==> src/rtl/script_pkg.sv <==
// script_pkg
// Shared definitions for the script-mode serial sender and the future
// unscript-side receiver: FSM state encoding and UART 8N1 framing constants.
package script_pkg;

  // Sender FSM states, in the order a frame walks through them.
  typedef enum logic [2:0] {
    IDLE  = 3'd0,
    FETCH = 3'd1,
    LOAD  = 3'd2,
    START = 3'd3,
    DATA  = 3'd4,
    STOP  = 3'd5,
    GAP   = 3'd6
  } state_e;

  // UART framing: 8 data bits, line idles high, start bit is low.
  localparam int   DATA_BITS   = 8;
  localparam logic LINE_IDLE   = 1'b1;
  localparam logic START_LEVEL = 1'b0;

endpackage

==> src/rtl/baud_tick_gen.sv <==
// baud_tick_gen
// Free-running bit-period counter. Counts 0..CLKS_PER_BIT-1 while enabled and
// raises tick during the last cycle of each bit period, then reloads to 0.
// Ports:
//   clk, rst_n - clock and asynchronous active-low reset
//   clear      - force the count back to 0 (takes priority over enable)
//   enable     - advance the count
//   tick       - high in the final cycle of a bit period
module baud_tick_gen #(
  parameter int CLKS_PER_BIT = 10416
) (
  input  logic clk,
  input  logic rst_n,
  input  logic clear,
  input  logic enable,
  output logic tick
);

  localparam int CNT_W = (CLKS_PER_BIT > 1) ? $clog2(CLKS_PER_BIT) : 1;
  localparam logic [CNT_W-1:0] LAST = CNT_W'(CLKS_PER_BIT - 1);

  logic [CNT_W-1:0] cnt_q;
  logic [CNT_W-1:0] cnt_d;

  always_comb begin
    cnt_d = cnt_q;
    if (clear) begin
      cnt_d = '0;
    end else if (enable) begin
      cnt_d = (cnt_q == LAST) ? '0 : cnt_q + CNT_W'(1);
    end
  end

  assign tick = enable && !clear && (cnt_q == LAST);

  always_ff @(posedge clk or negedge rst_n) begin
    if (!rst_n) begin
      cnt_q <= '0;
    end else begin
      cnt_q <= cnt_d;
    end
  end

endmodule

==> src/rtl/script_serial_sender.sv <==
// script_serial_sender
// Plays a byte script out of an external synchronous ROM as UART 8N1 frames
// on the script side of the script/unscript data mux.
// Ports:
//   clk, rst_n          - clock and asynchronous active-low reset
//   script_mode         - script mode enable (same as the mux select)
//   start               - one-cycle request to play the script
//   byte_count          - number of bytes to play, latched on accepted start
//   rom_addr / rom_data - ROM read port, data valid one cycle after address
//   dataIn_bits_script  - serial line, idles high
//   dataIn_ready_script - high from start bit through stop bit
//   busy                - sender is working through a script
//   done                - one-cycle pulse after the last frame's gap
module script_serial_sender #(
  parameter int CLKS_PER_BIT = 10416,
  parameter int ADDR_W       = 8,
  parameter int GAP_CYCLES   = 16
) (
  input  logic              clk,
  input  logic              rst_n,
  input  logic              script_mode,
  input  logic              start,
  input  logic [ADDR_W:0]   byte_count,
  output logic [ADDR_W-1:0] rom_addr,
  input  logic [7:0]        rom_data,
  output logic              dataIn_bits_script,
  output logic              dataIn_ready_script,
  output logic              busy,
  output logic              done
);

  import script_pkg::*;

  localparam int GAP_W = (GAP_CYCLES > 1) ? $clog2(GAP_CYCLES) : 1;
  localparam logic [GAP_W-1:0] GAP_LAST = GAP_W'((GAP_CYCLES > 0) ? GAP_CYCLES - 1 : 0);
  localparam logic [2:0] LAST_BIT = 3'(DATA_BITS - 1);

  state_e                state_q, state_d;
  logic [ADDR_W:0]       count_q, count_d;
  logic [ADDR_W:0]       idx_q, idx_d;
  logic [ADDR_W-1:0]     rom_addr_q, rom_addr_d;
  logic [DATA_BITS-1:0]  shreg_q, shreg_d;
  logic [2:0]            bit_q, bit_d;
  logic [GAP_W-1:0]      gap_q, gap_d;
  logic                  line_q, line_d;
  logic                  ready_q, ready_d;
  logic                  busy_q, busy_d;
  logic                  done_q, done_d;

  logic                  baud_en;
  logic                  baud_tick;
  logic                  frame_end;
  logic                  hold_busy;
  logic [ADDR_W:0]       end_idx;
  logic [ADDR_W:0]       idx_inc;

  // The bit timer only runs while a frame is on the line, so every frame
  // starts its start bit with a fresh count.
  assign baud_en = (state_q == START) || (state_q == DATA) || (state_q == STOP);
  assign idx_inc = idx_q + (ADDR_W+1)'(1);

  baud_tick_gen #(
    .CLKS_PER_BIT(CLKS_PER_BIT)
  ) u_baud (
    .clk   (clk),
    .rst_n (rst_n),
    .clear (!baud_en),
    .enable(baud_en),
    .tick  (baud_tick)
  );

  // Next-state logic. frame_end marks the point where a frame and its gap
  // are fully over and the script either finishes or fetches the next byte.
  // busy is held for the done cycle so a start coinciding with done is
  // ignored; dropping script_mode overrides everything and returns to IDLE.
  always_comb begin
    state_d    = state_q;
    count_d    = count_q;
    idx_d      = idx_q;
    rom_addr_d = rom_addr_q;
    shreg_d    = shreg_q;
    bit_d      = bit_q;
    gap_d      = gap_q;
    line_d     = line_q;
    ready_d    = ready_q;
    done_d     = 1'b0;
    frame_end  = 1'b0;
    hold_busy  = 1'b0;
    end_idx    = idx_q;

    case (state_q)
      IDLE: begin
        if (start && script_mode && !busy_q) begin
          count_d    = byte_count;
          idx_d      = '0;
          rom_addr_d = '0;
          if (byte_count == '0) begin
            done_d = 1'b1;
          end else begin
            state_d = FETCH;
          end
        end
      end
      FETCH: begin
        state_d = LOAD;
      end
      LOAD: begin
        shreg_d = rom_data;
        state_d = START;
        line_d  = START_LEVEL;
        ready_d = 1'b1;
      end
      START: begin
        if (baud_tick) begin
          state_d = DATA;
          bit_d   = '0;
          line_d  = shreg_q[0];
        end
      end
      DATA: begin
        if (baud_tick) begin
          if (bit_q == LAST_BIT) begin
            state_d = STOP;
            line_d  = LINE_IDLE;
          end else begin
            bit_d   = bit_q + 3'd1;
            shreg_d = shreg_q >> 1;
            line_d  = shreg_q[1];
          end
        end
      end
      STOP: begin
        if (baud_tick) begin
          idx_d   = idx_inc;
          ready_d = 1'b0;
          line_d  = LINE_IDLE;
          if (GAP_CYCLES == 0) begin
            frame_end = 1'b1;
            end_idx   = idx_inc;
          end else begin
            state_d = GAP;
            gap_d   = '0;
          end
        end
      end
      GAP: begin
        if (gap_q == GAP_LAST) begin
          gap_d     = '0;
          frame_end = 1'b1;
          end_idx   = idx_q;
        end else begin
          gap_d = gap_q + GAP_W'(1);
        end
      end
      default: begin
        state_d = IDLE;
      end
    endcase

    if (frame_end) begin
      rom_addr_d = end_idx[ADDR_W-1:0];
      if (end_idx == count_q) begin
        state_d   = IDLE;
        done_d    = 1'b1;
        hold_busy = 1'b1;
      end else begin
        state_d = FETCH;
      end
    end

    if ((state_q != IDLE) && !script_mode) begin
      state_d   = IDLE;
      line_d    = LINE_IDLE;
      ready_d   = 1'b0;
      done_d    = 1'b0;
      hold_busy = 1'b0;
    end

    busy_d = (state_d != IDLE) || hold_busy;
  end

  // State and output registers.
  always_ff @(posedge clk or negedge rst_n) begin
    if (!rst_n) begin
      state_q    <= IDLE;
      count_q    <= '0;
      idx_q      <= '0;
      rom_addr_q <= '0;
      shreg_q    <= '0;
      bit_q      <= '0;
      gap_q      <= '0;
      line_q     <= LINE_IDLE;
      ready_q    <= 1'b0;
      busy_q     <= 1'b0;
      done_q     <= 1'b0;
    end else begin
      state_q    <= state_d;
      count_q    <= count_d;
      idx_q      <= idx_d;
      rom_addr_q <= rom_addr_d;
      shreg_q    <= shreg_d;
      bit_q      <= bit_d;
      gap_q      <= gap_d;
      line_q     <= line_d;
      ready_q    <= ready_d;
      busy_q     <= busy_d;
      done_q     <= done_d;
    end
  end

  assign rom_addr            = rom_addr_q;
  assign dataIn_bits_script  = line_q;
  assign dataIn_ready_script = ready_q;
  assign busy                = busy_q;
  assign done                = done_q;

endmodule

==> config.mk <==
export PLATFORM = sky130hd
export DESIGN_NAME = script_serial_sender
export DESIGN_NICKNAME = d
export VERILOG_FILES = /design/src/rtl/script_pkg.sv /design/src/rtl/baud_tick_gen.sv /design/src/rtl/script_serial_sender.sv
export SDC_FILE = /design/constraint.sdc
export NUM_CORES = 1
export LEC_CHECK = 0
export CORE_AREA = 2 2 75 77
export DETAILED_ROUTE_END_ITERATION = 10
export DIE_AREA = 0 0 77 79
export PLACE_DENSITY = 0.84
export SKIP_CTS_REPAIR_TIMING = 1
export SYNTH_ARGS = -nofsm -noshare
export SYNTH_HDL_FRONTEND = slang
export SYNTH_SLANG_ARGS = --single-unit
==> constraint.sdc <==
create_clock -name clk -period 3.9 [get_ports clk]
set_clock_uncertainty 0.2 [all_clocks]
set_input_delay 0.975 -clock clk [delete_from_list [all_inputs] [get_ports clk]]
set_output_delay 0.975 -clock clk [all_outputs]
set_load 0.1 [all_outputs]
== Yosys cells after proc, flatten, opt, wreduce, memory -nomap -nowiden ==
Index checks and enable logic that the tools add are counted.

* Register bits after elaboration: 62
* Input bits: 21
* Output and inout bits: 12
* Word-level logic and storage cells: 111

* Add/sub/neg operators: 4
* Eq/ne operators: 18
* Muxes and demuxes: 48
* Reductions and logical operators: 29

{| class="wikitable"
|+ Operators with widths
! operator !! count
|-
| $mux W8 || 5
|-
| $mux W3 || 11
|-
| $mux W14 || 2
|-
| $pmux W3 S7 || 1
|-
| $mux W1 || 19
|-
| $mux W9 || 2
|-
| $pmux W9 S2 || 1
|-
| $pmux W8 S2 || 1
|-
| $add A14 B1 Y14 const B || 1
|-
| $eq A14 B14 Y1 const B || 1
|-
| $eq A3 B3 Y1 const B || 4
|-
| $reduce_bool A2 Y1 || 6
|-
| $ne A2 B2 Y1 const B || 5
|-
| $add A9 B1 Y9 const B || 1
|-
| $eq A9 B9 Y1 || 1
|-
| $logic_not A9 Y1 || 1
|-
| $ne A3 B2 Y1 const B || 3
|-
| $reduce_bool A3 Y1 || 3
|-
| $mux W4 || 2
|-
| $pmux W4 S2 || 1
|-
| $reduce_and A2 Y1 || 4
|-
| $reduce_and A4 Y1 || 2
|-
| $eq A3 B2 Y1 const B || 2
|-
| $pmux W3 S2 || 1
|-
| other kinds (12) || 19
|}

== Logic depth before layout (Yosys ltp) ==
Gate-level depths: netlist (run 1).

* Depth in word-level cells: 10
* Mapped depth: 8
* Gate-level depth less buffers: 6

== Modules after synthesis ==
From an unflattened synthesis (run 1), not the netlist that was laid out.

* Cell total of the unflattened synthesis: 359
* Area total of the unflattened synthesis: 3,362.0 um^2

{| class="wikitable"
|+ Modules (own cells, without submodules)
! module !! times used !! cells an instance !! area an instance (um^2)
|-
| script_serial_sender || 1 || 258 || 2,503.7
|-
| baud_tick_gen || 1 || 101 || 858.3
|}

== Worst setup path after synthesis (run 1) ==
No wires, ideal clock.

* Kind: reg-to-reg
* Start point: reg u_baud.cnt_q[9]
* End point: reg busy_q (netlist: busy)
* Arrival: 2,159 ps
* Required time: 3,571 ps
* Setup slack: 1,412 ps
* Stages on the path, launching flop included: 7
* Period minus slack after synthesis: 2,488 ps
* Cells stage by stage: dfrtp_1 -> or4_4 -> or4_4 -> buf_6 -> o211ai_2 -> a311oi_1 -> a2111o_1

* Word-level cells in the longest chain between the ends: 8
* Elaborated cells between the ends (all ways): 10

{| class="wikitable"
|+ RTL lines
! what !! RTL line !! text
|-
| from (decl) || baud_tick_gen.sv:22 || <nowiki>logic [CNT_W-1:0] cnt_q;</nowiki>
|-
| from (signal assigned) || baud_tick_gen.sv:40 || <nowiki>cnt_q <= cnt_d;</nowiki>
|-
| $eq A14 B14 Y1 * || baud_tick_gen.sv:34 || <nowiki>assign tick = enable && !clear && (cnt_q == LAST);</nowiki>
|-
| $logic_and A1 B1 Y1 * || baud_tick_gen.sv:34 ||
|-
| $mux W3 (on tied branches) || script_serial_sender.sv:133, script_serial_sender.sv:114, script_serial_sender.sv:121 ||
|-
| $pmux W3 S7 * || script_serial_sender.sv:91 || <nowiki>case (state_q)</nowiki>
|-
| $mux W3 * || script_serial_sender.sv:160 || <nowiki>if (frame_end) begin</nowiki>
|-
| $mux W3 * || script_serial_sender.sv:171 || <nowiki>if ((state_q != IDLE) && !script_mode) begin</nowiki>
|-
| net state_d[0] || script_serial_sender.sv:38 || <nowiki>state_e state_q, state_d;</nowiki>
|-
| $reduce_bool A3 Y1 * || script_serial_sender.sv:179 || <nowiki>busy_d = (state_d != IDLE) || hold_busy;</nowiki>
|-
| $logic_or A1 B1 Y1 * || script_serial_sender.sv:179 ||
|-
| net busy_d || script_serial_sender.sv:47 || <nowiki>logic busy_q, busy_d;</nowiki>
|-
| to (signal assigned) || script_serial_sender.sv:206 || <nowiki>busy_q <= busy_d;</nowiki>
|-
| to (decl) || script_serial_sender.sv:47 ||
|}

The timed path passes the listed nets; every way through them passes the cells marked *.
A chain may end at the register's enable or synchronous reset.

== Final worst setup path (run 1) ==
* Start point: reg rom_addr_q[3] (netlist: rom_addr[3])
* End point: out rom_addr[3]

{| class="wikitable"
|+ RTL lines
! what !! RTL line !! text
|-
| from (decl) || script_serial_sender.sv:41 || <nowiki>logic [ADDR_W-1:0] rom_addr_q, rom_addr_d;</nowiki>
|-
| from (signal assigned) || script_serial_sender.sv:200 || <nowiki>rom_addr_q <= rom_addr_d;</nowiki>
|-
| to (decl) || script_serial_sender.sv:24 || <nowiki>output logic [ADDR_W-1:0] rom_addr,</nowiki>
|}

No word-level cell between the ends.

==> summary.txt, run 1 <==
Run status
  – Status: complete, no violations

Logic synthesis
  – Share of Yosys cell area claimed by the top area cell type: 48.6%
  – Largest family of logic cells by synthesized area: simple AND/OR/NAND/NOR gates
  – Synth warn: 0
  – Area contributors post-synth: dfrtp_1 49%, nand2_1 5.0%, xnor2_1 3.9%, mux2i_1 3.5%, nand3_1 3.0%
  – Compound-Gate Fraction of Synth Area: ~15%
  – Adder-cell share of the synthesized area: about 2.0%
  – Synth Net Count: between 300 and 400
  – Synth Area in Simple Gates: roughly a fifth
  – EDFF count, synth: 0
  – Cell count after synthesis: 321
  – Ys async rst share: 100%
  – Biggest area consumer among synthesized cells: dfrtp_1
  – Synth unique cells: 50
  – Synth cell count leaders: 61 x dfrtp_1, 42 x nand2_1, 25 x nor2_1
  – Avg Cell Area, Syn: just under 10 sq um
  – Xor/xnor share of the synthesized area: about 6%
  – Most instantiated library cell after synthesis: dfrtp_1
  – Synthesized area: 0.00314 sq mm
  – Yosys reg bits: 62
  – Main synth FF type: dfrtp_1
  – Sequential share of the synthesized area: 49.4%
  – Fraction of synthesized area in multiplexers: 3.50%

Setup path
  – CP Buf/Inv Count: 1
  – Cell family with most CP delay: buffers and inverters
  – Worst setup SP type: flip-flop
  – CP endpoint: rom_addr[3]
  – Setup crit start: rom_addr[3]
  – Critical Path AT: 1840 ps
  – CP required: 2720 ps
  – CP endpoint kind: output pin
  – CP Depth: 1
  – Critical-path cell list: clkdlybuf4s50_1
  – Slowest-stage cell, CP: clkdlybuf4s50_1
  – Reg2reg setup slack: 1060 ps
  – Max incr delay on CP: 1130 ps
  – Worst R2R Path Depth: 5
  – Crit Path Max Fanout: 2
  – Reg2reg start: u_baud.cnt_q[9]
  – Worst R2R End: idx_q[6]
  – Setup CP Type: flip-flop to output pin

Placed design
  – Gpl congestion: just over 0.8
  – Post-DP HPWL: 4670 um
  – DP Worst Slack: 784 ps
  – Port Buffer Count: 32
  – DP Cell Count: 410
  – Placed Area: 0.00347 sq mm

Floorplan
  – Initial Utilization: around three fifths
  – Core area: 0.00534 sq mm
  – Chip width: slightly below 80 um
  – Height of the chip: 79 um
  – Ports: 33
  – Die area: between 0.006 and 0.007 sq mm
  – Row cnt: 27

Layout
  – Ant. Diodes: 0
  – Finished Layout Cells: roughly 430
  – Post-layout net count: around 380
  – Final Cell Area: 0.00367 sq mm
  – Layout area overhead: 16.8%
  – Share of cells above drive strength 1: 9.04%

Route
  – Starting DRT DRC Count: 174
  – WL per Instance: 15.6 um
  – Total number of vias: around 2,500
  – DRT Wirelength: around 6600 um
  – DRC viols: 0
  – Iteration count of the initial detailed-routing pass: 4
  – Via density: 5.92
  – Post-route ant nets: 0

Clocking
  – CTS clock-pin slew for the worst setup and hold paths: about 70 ps
  – CTS Root Cell: clkbuf_8
  – Clock latency on the worst-skew pair: ~340 ps
  – CTS Buffer Depth: 2
  – H-tree depth: 3
  – Sink Count: slightly above 60
  – TritonCTS clock tree: built
  – TritonCTS Buffers: 9

GRT
  – First-pass GRT wire length: 11,600 um
  – Largest net degree at the start of global routing: 43
  – Number of antenna violations at the first check in global routing: 0
  – Met2 Use GR: 39.6%
  – Vias in the first global route: between 2,000 and 3,000
  – GRT overflow: 0
  – Met3 GRT Util: 4.09%
  – Gr usage total: between 20% and 30%
  – Top Usage Layer GRT: met2
  – Met1 usage: 31.4%

Pwr
  – Cell Pwr Density: 531 mW/mm^2
  – Pleak: 1.56 nW
  – Total power: 1.95 mW
  – VDD IR max: 0.386 mV

Run
  – Maxcap violations: 0

Timing
  – Fin crit period: 3010 ps
  – Post-route setup TNS: 0 ps
  – Top achievable clock speed: 332 MHz
  – Slew @ Worst Pin: between 900 and 1000 ps
  – Min setup slack post-route: 889 ps
  – RSZ-0062 raised after global routing: no
  – Slew Limit Fails: 0
  – Period utilization: 77.2%
  – Setup Viol. Count Final: 0
  – Final Hold Fails: 0
  – Max-slew headroom: a little over a third

Worst hold path
  – Min-Delay Path Class: flip-flop to flip-flop
kinds of logic after synthesis:
logic type / after synthesis
AND/OR/NAND/NOR: 129
AO/OA/AOI/OAI: 71
flip-flops: 62
buffers and inverters: 22
XOR/XNOR: 21
multiplexers: 11
adder cells (fa/ha/maj): 5
metal layers:
metal,share of wire [%],vias to the layer above,wire length [um]
li1,-,1217,-
met1,45,1219,3000
met2,49,70,3220
met3,4.4,15,291
met4,1.9,0,125
met5,0,-,0
cells in the final DEF (no fill, tap or decap), drive strengths merged, types with 9 or more instances in the layout:
cell,instances
a22o,9
clkbuf,9
clkdlybuf4s50,26
dfrtp,61
mux2i,11
nand2,42
nand3,19
nand4,10
nor2,25
o21ai,28
xnor2,14
metrics by stage:
step | hold WS [ps] | utilization [%]
CTS | 286 | 68.8
global route | 317 | 68.8
global placement | 271 | 65.1
floorplan | 248 | -
detailed placement | 277 | 65.1
finish | 284 | 68.8
worst reg2reg max path: cells and delay by family, from the launching register on:
family             cells  cell delay [ps]
AOI/OAI and AO/OA      2              510
and+or+nand+nor        3             1610
DFF                    1              440
cell type report:
| cell class | count | area (sq um) |
|---|---|---|
| Timing Repair Buffer | 33 | 310 |
| Clock buffer | 9 | 124 |
| Sequential cell | 62 | 1550 |
| Multi-Input combinational cell | 237 | 1500 |
| Tap cell | 72 | 90.1 |
| Fill cell | 446 | 1670 |
| Inverter | 6 | 22.5 |
| Clock inverter | 7 | 72.6 |
flip-flops by register name, summed over array words and instances (netlist names):
name	count
dataIn_ready_script	1
idx_q	9
rom_addr	8
dataIn_bits_script	1
count_q	9
gap_q	4
busy	1
bit_q	3
u_baud.cnt_q	14
done	1
state_q	3
shreg_q	8
how the worst min path moves through the flow:
stage	startpoint	endpoint	cells past startpoint	slack [ps]
floorplan	u_baud.cnt_q[0]	u_baud.cnt_q[0]	1	250
finish	u_baud.cnt_q[0]	u_baud.cnt_q[0]	1	280
global placement	u_baud.cnt_q[0]	u_baud.cnt_q[0]	1	270
detailed placement	u_baud.cnt_q[0]	u_baud.cnt_q[0]	1	280
global route	u_baud.cnt_q[0]	u_baud.cnt_q[0]	1	320
CTS	u_baud.cnt_q[0]	u_baud.cnt_q[0]	1	290
report_power, final:
part	internal [mW]	switching (mW)
sequential	0.764	0.130
combinational	0.190	0.311
clock	0.295	0.258
No activity file was read; power rests on OpenSTA's default activity.
==> inputs of run 2 (changes only) <==
- CORE_AREA: 2 2 75 77 -> 2 2 78 80
- DIE_AREA: 0 0 77 79 -> 0 0 80 82
- PLACE_DENSITY: 0.84 -> 0.78
- clock period: 3.9 -> 2.8 ns (I/O delays scaled with it)
==> summary.txt, run 2 (same netlist as run 1, synthesis figures left out) <==
Layout
  – Biggest regs: u_baud.cnt_q (14), count_q (9), idx_q (9)
  – Share of cells above drive strength 1: 12.9% (+3.9 points)
  – Final Cell Area: 0.00374 sq mm (+1.8%)
  – Commonest cells after routing, fill and taps aside: 61 x dfrtp_1, 42 x nand2_1, 25 x nor2_1
  – Sequential Area: 0.00155 sq mm (unchanged)
  – Filler cell count: 480 (+7.6%)
  – Multi-input logic area: 0.00150 sq mm (unchanged)
  – Final core occ: 65.0% (-3.7 points)
  – Layout area overhead: 19.0%
  – Max FFs per register: 14 (unchanged)
  – Ant. Diodes: 0 (unchanged)
  – Most common library cell in the layout ignoring fill and taps: dfrtp_1
  – Most flop-heavy register: u_baud.cnt_q
  – Post-layout net count: 385 (+2.7%)

Setup path
  – Top cell by count, worst path: or4_4
  – Max incr delay on CP: 620 ps (-510 ps)
  – Setup CP Type: flip-flop to flip-flop
  – Crit Path Max Fanout: 9 (+7)
  – CP required: 2820 ps (+100 ps)
  – Worst setup SP type: flip-flop
  – CP Buf/Inv Count: 0 (-1)
  – Critical Path AT: 2570 ps (+730 ps)
  – Cell family with most CP delay: simple AND/OR/NAND/NOR gates
  – Critical-path cell list: or4_4, or4_4, o211ai_2, a311oi_1, a2111o_1
  – Slowest-stage cell, CP: or4_4
  – CP endpoint kind: flip-flop

Timing
  – Period utilization: 91.3%
  – Slew @ Worst Pin: 565 ps (-399 ps)
  – Setup Viol. Count Final: 0 (unchanged)
  – Final Hold Fails: 0 (unchanged)
  – Top achievable clock speed: 391 MHz
  – Slew Limit Fails: 0 (unchanged)
  – Post-route setup TNS: 0 ps (unchanged)
  – RSZ-0062 raised after global routing: no
  – Max-slew headroom: 62.2% (+27 points)
  – Fin crit period: 2560 ps

Worst hold path
  – Min-Delay Path Class: input pin to async pin

Pwr
  – Total power: 2.75 mW (+41%)
  – Pleak: 1.63 nW (+4.3%)
  – VDD IR max: 0.546 mV (+41%)
  – Cell Pwr Density: 737 mW/mm^2 (+39%)

Clocking
  – H-tree depth: 3 (unchanged)
  – CTS Root Cell: clkbuf_8
  – Sink Count: 62 (unchanged)
  – TritonCTS clock tree: built
  – CTS clock-pin slew for the worst setup and hold paths: 60 ps (about the same)
  – Clock latency on the worst-skew pair: 330 ps (about the same)
  – TritonCTS Buffers: 9 (unchanged)
  – CTS Buffer Depth: 2 (unchanged)

Route
  – Total number of vias: 2,557 (+1.4%)
  – Via density: 5.84 (-1.4%)
  – Starting DRT DRC Count: 156 (-10%)
  – Post-route ant nets: 0 (unchanged)
  – DRC viols: 0 (unchanged)
  – Iteration count of the initial detailed-routing pass: 5 (+1)
  – DRT Wirelength: 6760 um (+1.8%)
  – WL per Instance: 15.4 um (-1.0%)

Floorplan
  – Row cnt: 28 (+3.7%)
  – Chip width: 80 um (+3.9%)
  – Die area: 0.00656 sq mm (+7.8%)
  – Height of the chip: 82 um (+3.8%)
  – Initial Utilization: 54.7% (-4.2 points)
  – Ports: 33 (unchanged)
  – Core area: 0.00575 sq mm (+7.6%)

Placed design
  – Port Buffer Count: 32 (unchanged)
  – Post-DP HPWL: 4580 um (-1.8%)
  – Placed Area: 0.00355 sq mm (+2.1%)
  – Gpl congestion: 0.811 (-1.7%)

GRT
  – First-pass GRT wire length: 11,600 um (+0.17%)
  – Gr usage total: 22.9% (-1.1 points)
  – Number of antenna violations at the first check in global routing: 0 (unchanged)
  – Largest net degree at the start of global routing: 63 (+47%)
  – GRT overflow: 0 (unchanged)
  – Vias in the first global route: 2,432 (-3.0%)

Run
  – Maxcap violations: 0 (unchanged)

Run status
  – Status: complete, no violations
==> run 2: worst paths after layout <==
check	endpoint	startpoint	cells past startpoint	slack (ps)
min in group clk	u_baud.cnt_q[0]	u_baud.cnt_q[0]	1	300
hold / removal	u_baud.cnt_q[11]	rst_n	2	160
setup reg to reg	busy	u_baud.cnt_q[9]	5	240
max in group asynchronous	dataIn_bits_script	rst_n	2	1940
setup / recovery	busy	u_baud.cnt_q[9]	5	240
hold reg to reg	u_baud.cnt_q[0]	u_baud.cnt_q[0]	1	300
==> run 2: layout make-up <==
type,count,area share (%)
clock buffers,11,3.78
clock inverters,4,1.27
inverters,6,0.603
multi-input cells,237,40.1
flip-flops and latches,62,41.5
well taps,75,2.51
repair buffers,43,10.2
==> run 2: per-layer routing <==
metal	track usage, %	wire length [um]
met1	31.7	3120
met2	35.1	3290
met3	4.40	257
met4	10.5	88
met5	0	0
==> run 2: report_power, final <==
part	internal [mW]	switching [mW]	total, mW
sequential	1.07	0.157	1.22
combinational	0.301	0.470	0.771
clock	0.427	0.333	0.761
==> run 2: through the flow <==
| step | hold WS [ps] | cells | setup slack (ps) |
|---|---|---|---|
| floorplan | 204 | 321 | 312 |
| global placement | 277 | 423 | 220 |
| detailed placement | 283 | 423 | 190 |
| CTS | 171 | 438 | 236 |
| global route | 179 | 438 | 143 |
| finish | 160 | 438 | 243 |
==> edit (settings of run 2) <==
Re-encode `state_e` (7 states) as one-hot, 7 bits wide.
--- a/src/rtl/script_pkg.sv
+++ b/src/rtl/script_pkg.sv
@@ -6,10 +6,10 @@
   // Sender FSM states, in the order a frame walks through them.
-  typedef enum logic [2:0] {
-    IDLE  = 3'd0,
-    FETCH = 3'd1,
-    LOAD  = 3'd2,
-    START = 3'd3,
-    DATA  = 3'd4,
-    STOP  = 3'd5,
-    GAP   = 3'd6
+  typedef enum logic [6:0] {
+    IDLE  = 7'b0000001,
+    FETCH = 7'b0000010,
+    LOAD  = 7'b0000100,
+    START = 7'b0001000,
+    DATA  = 7'b0010000,
+    STOP  = 7'b0100000,
+    GAP   = 7'b1000000
   } state_e;
Formal check against the unedited RTL: no difference found for any inputs over 10 cycles, from zero or initial values and one cycle with rst_n low; not proved beyond that.
==> edit against run 2 <==
Routed wire length fell by 2.5%. Power fell by 4.4%. Critical endpoint is now state_q[2]. Non-clock buffer count fell by 5. Design area rose by 5.3%. Sequential cell count rose by 4. Worst setup slack improved by 0.24 ns. Global-route usage fell by 0.17 points. Sequential power barely moved. Synthesized area rose by 8.1%.
==> edit: results (changes against run 2) <==
Parameter                              Value

GRT
  Number of global-route vias before repair    2489 (+2.3%)
  Largest net degree at the start of global routing    67 (+6.3%)
  Initial antenna violation count    0 (unchanged)
  Tot GR Track Use    22.73% (-0.17 points)
  GRT Residual Overflow    0 (unchanged)
  Routing usage on met3    4.945% (+0.55 points)
  Met2 layer usage reported by global route    38.58% (+3.5 points)
  Wire length of the first global-routing pass    11340 um (-2.2%)
  Met1 track demand over resource in global routing    27.82% (-3.8 points)

Power
  Total internal power    1.813 mW (+1.1%)
  Clock network power    876 uW (+15%)
  Worst IR drop on VDD    0.4535 mV (-17%)
  Standby leakage power    1.812 nW (+11%)
  Total combinational power    540 uW (-30%)

Final layout
  Nets@finish    403 (+4.7%)
  Area occupied by multi-input gates    1613 um2 (+7.6%)
  Number of diodes    0 (unchanged)
  Fillers    478 (-0.42%)
  Fraction of final layout cells with drive strength greater than 1    13.09% (+0.14 points)
  Largest regs    u_baud.cnt_q (14), count_q (9), idx_q (9)
  Number of non-filler instances in the completed layout    457 (+4.3%)

Place
  Port buffer count    32 (unchanged)
  Worst setup slack after placement    0.2540 ns (+0.06426 ns)
  Placed insts    441 (+4.3%)
  Estimated wirelength of the detail-placed design    4588 um (+0.18%)
  Final estimated routing congestion in global placement    0.8743 (+7.8%)
  Instance area after placement    3719 um2 (+4.8%)

Critical path
  Largest stage delay on the critical path    0.52 ns (-0.10 ns)
  CP arrival    2.39 ns (-0.18 ns)
  Reg-to-reg slack, setup    0.48 ns (+0.24 ns)
  Slowest-stage cell, CP    sky130_fd_sc_hd__dfrtp_1
  Critical Path End    state_q[2]
  FF-to-FF path depth    6 (+1)
  Reg2reg start    state_q[2]
  Crit Path Max Fanout    11 (+2)

Drt
  DRC violation total after the first TritonRoute iteration    222 (+42%)
  Detailed Route WL    6589 um (-2.5%)
  DR pass1 iterations    4 (-1)
  Avg Vias per Cell    5.538 (-5.1%)

STA
  Final hold violation count    0 (unchanged)
  Final-layout worst hold slack    0.1534 ns (-0.006921 ns)
  Maximum clock frequency    431.4 MHz (+10%)
  Relative slew slack    64.85% (+2.6 points)

Synth
  Main flop type after synthesis    sky130_fd_sc_hd__dfrtp_1
  Post-synth ARST share    100.0% (unchanged)
  Most numerous cell types in the synthesized netlist    sky130_fd_sc_hd__dfrtp_1 (64), sky130_fd_sc_hd__nand2_1 (52), sky130_fd_sc_hd__nor2_1 (49)
  Count of mapped cells out of synthesis    343 (+6.9%)
  Net count after synthesis    369 (+6.3%)
  Sequential area share after synthesis    48.71% (-0.71 points)
  Area contributors post-synth    sky130_fd_sc_hd__dfrtp_1 (47%), sky130_fd_sc_hd__nand2_1 (5.7%), sky130_fd_sc_hd__nor2_1 (5.4%), sky130_fd_sc_hd__xor2_1 (5.2%), sky130_fd_sc_hd__xnor2_1 (3.4%)
  Yosys cell types    47 (-6.0%)

CTS
  Total CTS buffers    9 (unchanged)
  Clock Tree Buf Depth    2 (unchanged)
  Post-CTS clock slew at the launch and capture registers of the worst setup and hold paths    around 0.070 ns
  Clock latency on the worst-skew pair    roughly 0.34 ns

Min path
  Type of the tightest min-delay check    in2async

Run status
  Run status    finished clean
edit: kinds of logic (layout without fill, tap and decap cells):
kind of cell / Yosys count / count (layout) / synth area share (%)
AND/OR/NAND/NOR: 158 / 158 / 24.17
AO/OA/AOI/OAI: 56 / 56 / 11.20
adder cells (fa/ha/maj): 5 / 5 / 1.842
multiplexers: 6 / 6 / 1.769
flip-flops: 66 / 66 / 48.71
buffers and inverters: 19 / 58 / 3.795
XOR/XNOR: 33 / 33 / 8.512
edit: cell type report:
type | instances | share of cell area, %
inverters | 4 | 0.3814
clock inverters | 7 | 2.384
flip-flops and latches | 66 | 42.02
multi-input cells | 258 | 40.97
repair buffers | 38 | 8.709
well taps | 75 | 2.384
clock buffers | 9 | 3.147
edit: metal layers:
| metal | share of wire, % | routed length, um |
|---|---|---|
| met2 | 50 | 3298 |
| met4 | 1.9 | 122 |
| met3 | 3.5 | 229 |
| met1 | 45 | 2939 |
| met5 | 0 | 0 |
